--- config.mk ---
export PLATFORM = sky130hd
export DESIGN_NAME = fetch_sequencer
export DESIGN_NICKNAME = d
export VERILOG_FILES = /design/src/rtl/fetch_sequencer_pkg.sv /design/src/rtl/fetch_sequencer_redirect_ctrl.sv /design/src/rtl/fetch_sequencer.sv
export SDC_FILE = /design/constraint.sdc
export NUM_CORES = 1
export LEC_CHECK = 0
export CORE_MARGIN = 5
export CORE_UTILIZATION = 50
export CTS_BUF_LIST = sky130_fd_sc_hd__clkbuf_8
export CTS_CLUSTER_DIAMETER = 60
export DETAILED_ROUTE_END_ITERATION = 10
export PLACE_DENSITY = 0.88
export RECOVER_POWER = 50
export SLEW_MARGIN = 10
export SYNTH_ARGS = -nofsm -noshare
export SYNTH_HDL_FRONTEND = slang
export SYNTH_HIERARCHICAL = 1
export SYNTH_SLANG_ARGS = --single-unit
--- constraint.sdc ---
create_clock -name clock -period 2.2 [get_ports clock]
set_clock_uncertainty 0.1 [all_clocks]
set_input_delay 0.33 -clock clock [delete_from_list [all_inputs] [get_ports clock]]
set_output_delay 0.33 -clock clock [all_outputs]
set_load 0.1 [all_outputs]
--- src/rtl/fetch_sequencer_pkg.sv ---
// Shared definitions for the fetch-stage run-control slice.
//   fsm_state_e : run-control FSM states (3-bit encoding)
//   pc_sel_e    : PC mux select, packed as {PC_sel, jump_sel}
//   HALT_OPCODE : default opcode (instruc[31:26]) that stops execution
package fetch_sequencer_pkg;

  typedef enum logic [2:0] {
    ST_IDLE   = 3'd0,
    ST_RUN    = 3'd1,
    ST_STEP   = 3'd2,
    ST_DRAIN  = 3'd3,
    ST_HALTED = 3'd4
  } fsm_state_e;

  typedef enum logic [1:0] {
    SEL_PC1 = 2'b00,
    SEL_JMP = 2'b01,
    SEL_BR  = 2'b10
  } pc_sel_e;

  localparam logic [5:0] HALT_OPCODE = 6'b111111;

endpackage

--- src/rtl/fetch_sequencer_redirect_ctrl.sv ---
// Combinational redirect priority for the fetch stage.
// Ports:
//   pipe_enable     in  pipeline currently advancing
//   stall           in  load-use stall
//   halt_hold       in  HALT seen this cycle or draining
//   branch_taken_ex in  branch resolved taken in EX (oldest, highest priority)
//   jump_id         in  jump decoded in ID
//   PC_write        out PC load enable
//   PC_sel          out select branch target
//   jump_sel        out select jump target
//   if_id_flush     out bubble IF/ID
//   id_ex_flush     out bubble ID/EX
module redirect_ctrl
  import fetch_sequencer_pkg::*;
(
  input  logic pipe_enable,
  input  logic stall,
  input  logic halt_hold,
  input  logic branch_taken_ex,
  input  logic jump_id,
  output logic PC_write,
  output logic PC_sel,
  output logic jump_sel,
  output logic if_id_flush,
  output logic id_ex_flush
);

  pc_sel_e sel;

  always_comb begin
    sel         = SEL_PC1;
    PC_write    = 1'b0;
    if_id_flush = 1'b0;
    id_ex_flush = 1'b0;
    if (pipe_enable) begin
      if (branch_taken_ex) begin
        // A taken branch overrides stall and any pending halt: the younger
        // instructions (including a HALT) are on the wrong path.
        sel         = SEL_BR;
        PC_write    = 1'b1;
        if_id_flush = 1'b1;
        id_ex_flush = 1'b1;
      end else begin
        if (jump_id && !stall && !halt_hold) begin
          sel         = SEL_JMP;
          if_id_flush = 1'b1;
        end
        PC_write = !stall && !halt_hold;
      end
    end
  end

  assign {PC_sel, jump_sel} = sel;

endmodule

--- src/rtl/fetch_sequencer.sv ---
// Run-control and PC-steering controller for the instruction-fetch stage.
// Ports:
//   clock, reset_n                  clock and synchronous active-low reset
//   cmd_run/cmd_step/cmd_stop       one-cycle command pulses (stop > step > run)
//   stall, jump_id, branch_taken_ex hazard and redirect requests
//   opcode_id                       opcode of the instruction in ID
//   pipe_enable, PC_write           pipeline / PC enables
//   PC_sel, jump_sel                PC mux select (10 branch, 01 jump, 00 PC+1)
//   if_id_flush, id_ex_flush        pipeline bubbles
//   done                            pulse in the final drain cycle
//   running                         high in RUN, STEP or DRAIN
//   cycle_count                     saturating count of enabled cycles
module fetch_sequencer #(
  parameter int unsigned DRAIN_CYCLES = 4,
  parameter int unsigned CNT_W        = 16,
  parameter logic [5:0]  HALT_OPCODE  = fetch_sequencer_pkg::HALT_OPCODE
) (
  input  logic             clock,
  input  logic             reset_n,
  input  logic             cmd_run,
  input  logic             cmd_step,
  input  logic             cmd_stop,
  input  logic             stall,
  input  logic             jump_id,
  input  logic             branch_taken_ex,
  input  logic [5:0]       opcode_id,
  output logic             pipe_enable,
  output logic             PC_write,
  output logic             PC_sel,
  output logic             jump_sel,
  output logic             if_id_flush,
  output logic             id_ex_flush,
  output logic             done,
  output logic             running,
  output logic [CNT_W-1:0] cycle_count
);

  import fetch_sequencer_pkg::*;

  localparam int unsigned DW = (DRAIN_CYCLES > 1) ? $clog2(DRAIN_CYCLES) : 1;
  localparam logic [DW-1:0] DRAIN_LOAD = DW'(DRAIN_CYCLES - 1);

  fsm_state_e       state_q, state_d;
  logic [DW-1:0]    drain_cnt_q, drain_cnt_d;
  logic             done_q, done_d;
  logic [CNT_W-1:0] cycle_count_q, cycle_count_d;

  logic halt_seen;
  logic halt_hold;

  assign pipe_enable = (state_q == ST_RUN) || (state_q == ST_STEP) || (state_q == ST_DRAIN);
  assign running     = pipe_enable;
  assign halt_seen   = (opcode_id == HALT_OPCODE) && pipe_enable && !stall;
  assign halt_hold   = (state_q == ST_DRAIN) || halt_seen;

  redirect_ctrl u_redirect_ctrl (
    .pipe_enable     (pipe_enable),
    .stall           (stall),
    .halt_hold       (halt_hold),
    .branch_taken_ex (branch_taken_ex),
    .jump_id         (jump_id),
    .PC_write        (PC_write),
    .PC_sel          (PC_sel),
    .jump_sel        (jump_sel),
    .if_id_flush     (if_id_flush),
    .id_ex_flush     (id_ex_flush)
  );

  always_comb begin
    state_d       = state_q;
    drain_cnt_d   = drain_cnt_q;
    cycle_count_d = cycle_count_q;

    if (pipe_enable && (cycle_count_q != '1)) begin
      cycle_count_d = cycle_count_q + CNT_W'(1);
    end

    unique case (state_q)
      ST_IDLE: begin
        if (cmd_stop) begin
          state_d = ST_IDLE;
        end else if (cmd_step) begin
          state_d = ST_STEP;
        end else if (cmd_run) begin
          state_d = ST_RUN;
        end
      end
      ST_RUN: begin
        if (cmd_stop) begin
          state_d = ST_IDLE;
        end else if (halt_seen) begin
          state_d     = ST_DRAIN;
          drain_cnt_d = DRAIN_LOAD;
        end
      end
      ST_STEP: begin
        if (halt_seen) begin
          state_d     = ST_DRAIN;
          drain_cnt_d = DRAIN_LOAD;
        end else begin
          state_d = ST_IDLE;
        end
      end
      ST_DRAIN: begin
        if (branch_taken_ex) begin
          state_d = ST_RUN;
        end else if (drain_cnt_q == '0) begin
          state_d = ST_HALTED;
        end else begin
          drain_cnt_d = drain_cnt_q - DW'(1);
        end
      end
      ST_HALTED: begin
        if (cmd_run && !cmd_stop && !cmd_step) begin
          state_d       = ST_RUN;
          cycle_count_d = '0;
        end
      end
      default: state_d = ST_IDLE;
    endcase

    // done is registered, so it is computed from the next state: it lands in
    // the last drain cycle, i.e. the cycle that transitions into HALTED.
    done_d = (state_d == ST_DRAIN) && (drain_cnt_d == '0);
  end

  always_ff @(posedge clock) begin
    if (!reset_n) begin
      state_q       <= ST_IDLE;
      drain_cnt_q   <= '0;
      done_q        <= 1'b0;
      cycle_count_q <= '0;
    end else begin
      state_q       <= state_d;
      drain_cnt_q   <= drain_cnt_d;
      done_q        <= done_d;
      cycle_count_q <= cycle_count_d;
    end
  end

  assign done        = done_q;
  assign cycle_count = cycle_count_q;

endmodule

* After elaboration in Yosys (flattened, before gate mapping) *
Index checks and enable logic that the tools add are counted.

storage, ports and cells
  memories kept = 0
  register bits = 22
  RAM bits = 0
  bits in latches = 0
  output and inout bits = 24
  bits in read-only memories = 0
  bits of input ports = 14

operators by class
  bitwise gates (word level) = 0
  multipliers = 0
  shift operators = 0
  reduce and logical (&&, ||, !) cells = 19
  $lt $le $gt $ge = 0
  div/mod/pow operators = 0
  add/subtract/negate cells = 2
  muxes and demuxes = 28
  equality and inequality tests = 7

operators with widths
  operator                                             count
  two-way mux 16 bit                                   3
  two-way mux 3 bit                                    8
  adder 16 x 1 -> 16 bit, second input constant        1
  inequality test 16 bit, second input constant        1
  one-hot mux 3 bit (5 select lines)                   1
  two-way mux 2 bit                                    7
  equality test 3 x 2 -> 1 bit, second input constant  3
  logical AND 1 bit                                    9
  two-way mux 1 bit                                    8
  equality test 6 bit, second input constant           1
  one-hot mux 2 bit (3 select lines)                   1
  zero test 1 bit                                      4
  zero test 2 bit                                      2
  equality test 3 x 1 -> 1 bit, second input constant  1
  equality test 3 bit, second input constant           1
  zero test 3 bit                                      1
  logical OR 1 bit                                     3
  subtractor 2 x 1 -> 2 bit, second input constant     1

* Longest topological paths before layout *
  depth in word-level cells = 11
  gate-level depth with buffers = 7
  mapped depth without buffers = 6

* By module *
The synthesis kept the hierarchy.

by module, submodules not included
  module           cells an instance  times used  sequential area each (um^2)  area each (um^2)
  fetch_sequencer  158                1           440.4                        1312.5
  redirect_ctrl    8                  1           0.0                          90.1

* Least setup slack after synthesis *
OpenSTA, ideal clock, no wires.

  kind = flip-flop to flip-flop
  start = reg cycle_count_q[1] (netlist: cycle_count[1])
  end = reg cycle_count_q[1] (netlist: cycle_count[1])
  stages on the path, launching flop included = 8
  period minus slack after synthesis = 2491 ps
  arrival = 2317 ps
  path slack = -291 ps
  buffers on the path = 2
  data required time = 2025 ps
  cells stage by stage = dfxtp_1 -> ha_1 -> and3_1 -> and4_1 -> buf_2 -> buf_2 -> nand3_1 -> a31oi_1

on the way
  word-level cells in the longest chain between the ends = 5
  elaborated cells between the ends (all ways) = 6

RTL lines
  element                                                                         line                    source
  start: declaration                                                              fetch_sequencer.sv:46   logic [CNT_W-1:0] cycle_count_q, cycle_count_d;
  start signal: assignment                                                        fetch_sequencer.sv:137  cycle_count_q <= cycle_count_d;
  parallel branches: the longest is 2 deep, another holds adder 16 x 1 -> 16 bit  --
  two-way mux 16 bit *                                                            fetch_sequencer.sv:74   if (pipe_enable && (cycle_count_q != '1)) begin
  two-way mux 16 bit                                                              fetch_sequencer.sv:114  if (cmd_run && !cmd_stop && !cmd_step) begin
  two-way mux 16 bit *                                                            fetch_sequencer.sv:78   unique case (state_q)

Mark *: on every way between the ends.
A chain may end at the register's enable or synchronous reset.

* Worst setup path after layout *
  start = reg state_q[0]
  end = out if_id_flush

on the way
  word-level cells in the longest chain between the ends = 11
  elaborated cells between the ends (all ways) = 13

RTL lines
  element                                                                              line                                 source
  start: declaration                                                                   fetch_sequencer.sv:43                fsm_state_e state_q, state_d;
  start signal: assignment                                                             fetch_sequencer.sv:134               state_q <= state_d;
  equality test 3 x 1 -> 1 bit / equality test 3 x 2 -> 1 bit (equally long branches)  fetch_sequencer.sv:51                assign pipe_enable = (state_q == ST_RUN) || (state_q == ST_STEP) || (state_q == ST_DRAIN);
  logical OR 1 bit (2 in series)                                                       fetch_sequencer.sv:51
  logical AND 1 bit (2 in series)                                                      fetch_sequencer.sv:53                assign halt_seen = (opcode_id == HALT_OPCODE) && pipe_enable && !stall;
  logical OR 1 bit                                                                     fetch_sequencer.sv:54                assign halt_hold = (state_q == ST_DRAIN) || halt_seen;
  zero test 1 bit                                                                      fetch_sequencer_redirect_ctrl.sv:44  if (jump_id && !stall && !halt_hold) begin
  logical AND 1 bit                                                                    fetch_sequencer_redirect_ctrl.sv:44
  two-way mux 1 bit                                                                    fetch_sequencer_redirect_ctrl.sv:44
  two-way mux 1 bit                                                                    fetch_sequencer_redirect_ctrl.sv:36  if (branch_taken_ex) begin
  two-way mux 1 bit *                                                                  fetch_sequencer_redirect_ctrl.sv:35  if (pipe_enable) begin
  end: declaration                                                                     fetch_sequencer.sv:31                output logic if_id_flush,

Mark *: on every way between the ends. The rest lies on a longest branch, timed or not.

==> results.txt <==
- Outcome: finished clean
- IR analysis of the VDD net gives a maximum drop of 0.439 mV.
- Share of final-layout standard cells stronger than drive strength 1: 0.328
- Wire length of the first global-routing pass: 6.27 mm
- Most used cells in the layout excluding fill and tap cells: 18 x nand2_1, 16 x clkbuf_2, 13 x a21oi_1
* Largest net degree at the start of global routing: 18
- The synthesized design contains 0 enable-type register cells.
- The Yosys step of the flow raised 6 warnings.
- At the pin with the least slew margin, the transition time is 1.16 ns.
- Die height: 63.0 um
- Final Core Density: 0.699
* Category of the most critical setup path: reg -> out
* Clock tree buffer depth: 2
- Measured along the x axis, the die boundary spans 63.0 um.
* Number of standard cells after synthesis: 166
* WL final: 3.65 mm
* Number of standard-cell rows in the floorplan: 19
- Headroom to the max-slew limit came out at 0.232.
* Reg clk slew, reported paths: 0.08 ns
- Sequential cell area: about 460 sq um
- Power spread over the standard cell area amounts to 476 nW/um^2.
- Via density: just over 6
- Post-detailed-route DRC marker count: 0
* Post-place setup slack: -0.153 ns
- Synthesized area divided by synthesized cell count: between 8 and 9 sq um
* Number of inserted filler cells in the final layout: 214
- The via count of the first global-routing pass came to 1,417.
- The number of nets in the synthesized netlist is 181.
- The initial utilization of the core area, before any placement, comes to 0.513.
- Largest incremental delay on the critical path: around 0.43 ns
* Fin. max-slew vios: 0
* CTS H-tree lvls: 1
* Number of max-cap violations: 0
- Vias after detailed routing: 1,423
* Share of the cycle needed by the critical path after routing: 0.960
- Data on the critical path is required at its endpoint by 1.77 ns.
- Based on the critical path, the design can be clocked at up to between 400 and 500 MHz.
- Setup-failing EPs final: 0
- STA classifies the critical path endpoint as an output pin.
- During placement, the flow inserted port buffers numbering 37.
* Number of antenna violations at the first check in global routing: 0
* Share of flip-flops with an asynchronous set or reset after synthesis: 0
* Placeable core region: 2730 sq um
* Critical path arrival: 1.68 ns
* Cts bufs inserted: 3
* Hold/Removal Path Class: reg -> reg
- Summing every instance area after synthesis gives around 1400 sq um.
- Remaining global-route overflow: 0
- The later pin in the worst-skew pair is clocked with a latency of 0.27 ns.
* Hold buffers post-CTS: 0
* Length of the first detailed-routing pass in iterations: 4
- Traced cell by cell, the critical path runs through nor2_2, or2_4, clkinv_8, and2_4, o21bai_4, buf_12.
* Min cycle time layout: 2.11 ns
* DPL Wire Length: ~2.7 mm
- Sequential-to-total area share from yosys stat: 0.314
- Final-stage net count: 220
* TritonCTS clock tree: built
- Static power due to leakage: 0.743 nW
* Remaining antenna violation count after routing: 0
* Die Area: 3960 sq um
- Synth unique cells: 53
* Buffers & Inverters on Critical Path: 2
- Critical path fanouts, max: 15
- Among cell families on the critical path, the largest total delay comes from simple AND/OR/NAND/NOR gates.
- Unrepaired setup endpoints after global routing: no
- Dominant synthesized flop cell: dfxtp_1
* Area of the multi-input gates: 918 sq um
- Number of synthesized register bits: 22
* Count of inserted antenna diode cells: 0
- The slowest stage of the critical path belongs to the cell dfxtp_4.
- Clock tree synthesis found a total of 22 sinks.
- The area growth from synthesis to layout is 36.3%.
* Hold slack: 0.384 ns
* Number of top-level pins: 38
* Number of hold-slack violations in the final timing report: 0
- For this run, the total global-route usage over all layers was measured as 0.185.
- Routability-driven placement finished with a final weighted congestion of 0.901.
* Master cell of the clock root buffer: clkbuf_8
- Initial DRC Count: 108
- Type of element launching the critical path: register
- Average detailed-routed wire length per instance: 15.5 um
* Crit path setup slack, layout: about 0.089 ns
* Commonest non-fill, non-tap cell in the layout: nand2_1
[routing by layer]
| metal | vias to the layer above | track usage | wire length, um | share of wire |
|---|---|---|---|---|
| met3 | 6 | 0.0414 | 226 | 0.062 |
| li1 | 713 | - | - | - |
| met1 | 647 | 0.214 | 1510 | 0.41 |
| met5 | - | 0 | 0 | 0 |
| met2 | 57 | 0.332 | 1860 | 0.51 |
| met4 | 0 | 0.0584 | 55 | 0.015 |
[cell families after synthesis]
kind of cell | Yosys count | share of synthesized area
AND/OR/NAND/NOR | 78 | 0.366
AO/OA/AOI/OAI | 50 | 0.252
flip-flops | 22 | 0.314
buffers and inverters | 14 | 0.0517
multiplexers | 1 | 0.00714
adder cells (fa/ha/maj) | 1 | 0.00892
[per-stage QoR]
stage,power [mW],std cells,setup TNS (ns),area [sq um]
after floorplan,0.552,166,-0.0933,1430
after global placement,0.626,230,-0.114,1860
after detailed placement,0.629,230,-0.259,1860
after CTS,0.910,235,0,1920
after global routing,0.943,235,0,1910
final,0.909,235,0,1910
[cell usage after synthesis, types with 2 or more instances]
cell type | instances | area (sq um)
and2_1 | 3 | 18.8
o41ai_1 | 3 | 26.3
o21a_1 | 2 | 15.0
nand2b_1 | 4 | 25.0
o31ai_1 | 5 | 37.5
or3_1 | 3 | 18.8
buf_2 | 6 | 30.0
a41oi_1 | 2 | 17.5
nor2_1 | 9 | 33.8
nor3b_1 | 3 | 22.5
nand2_1 | 18 | 67.6
nor4_1 | 2 | 12.5
and4_1 | 2 | 17.5
a21oi_1 | 14 | 70.1
nand3_1 | 5 | 25.0
or4_1 | 4 | 30.0
dfxtp_1 | 22 | 440
nand4_1 | 2 | 12.5
buf_4 | 2 | 15.0
o21ai_0 | 7 | 35.0
or3b_2 | 2 | 17.5
a21o_1 | 2 | 15.0
o311ai_0 | 2 | 17.5
inv_1 | 3 | 11.3
clkbuf_1 | 2 | 7.51
a2111o_1 | 3 | 33.8
and3_1 | 6 | 37.5
nor4b_1 | 3 | 26.3
[area by class of cell]
type	count	area share
multi-input cells	130	0.480
repair buffers	44	0.214
inverters	4	0.0144
flip-flops and latches	22	0.242
well taps	31	0.0203
clock buffers	4	0.0288
[power breakdown]
part | total (mW) | internal [mW] | switching, mW
logic | 0.204 | 0.0783 | 0.126
registers | 0.413 | 0.402 | 0.0108
clock network | 0.292 | 0.160 | 0.132
[final timing paths]
kind	depth (start not counted)	endpoint	startpoint	slack [ns]
max reg2reg	5	cycle_count[8]	cycle_count[0]	0.22
min reg2reg	1	cycle_count[9]	cycle_count[9]	0.38
max	6	if_id_flush	state_q[0]	0.09
min	1	cycle_count[9]	cycle_count[9]	0.38
[what timing repair did]
action,4_1_cts,5_1_grt
endpoints found under the setup margin,2,3
pin swaps,3,3
resized for setup,5,10
buffers inserted,1,0
[flip-flops by register name, indices dropped and copies added (netlist names)]
register and count:
drain_cnt_q 2, state_q 3, cycle_count 16, done 1
Power figures use the tool's default switching activity.
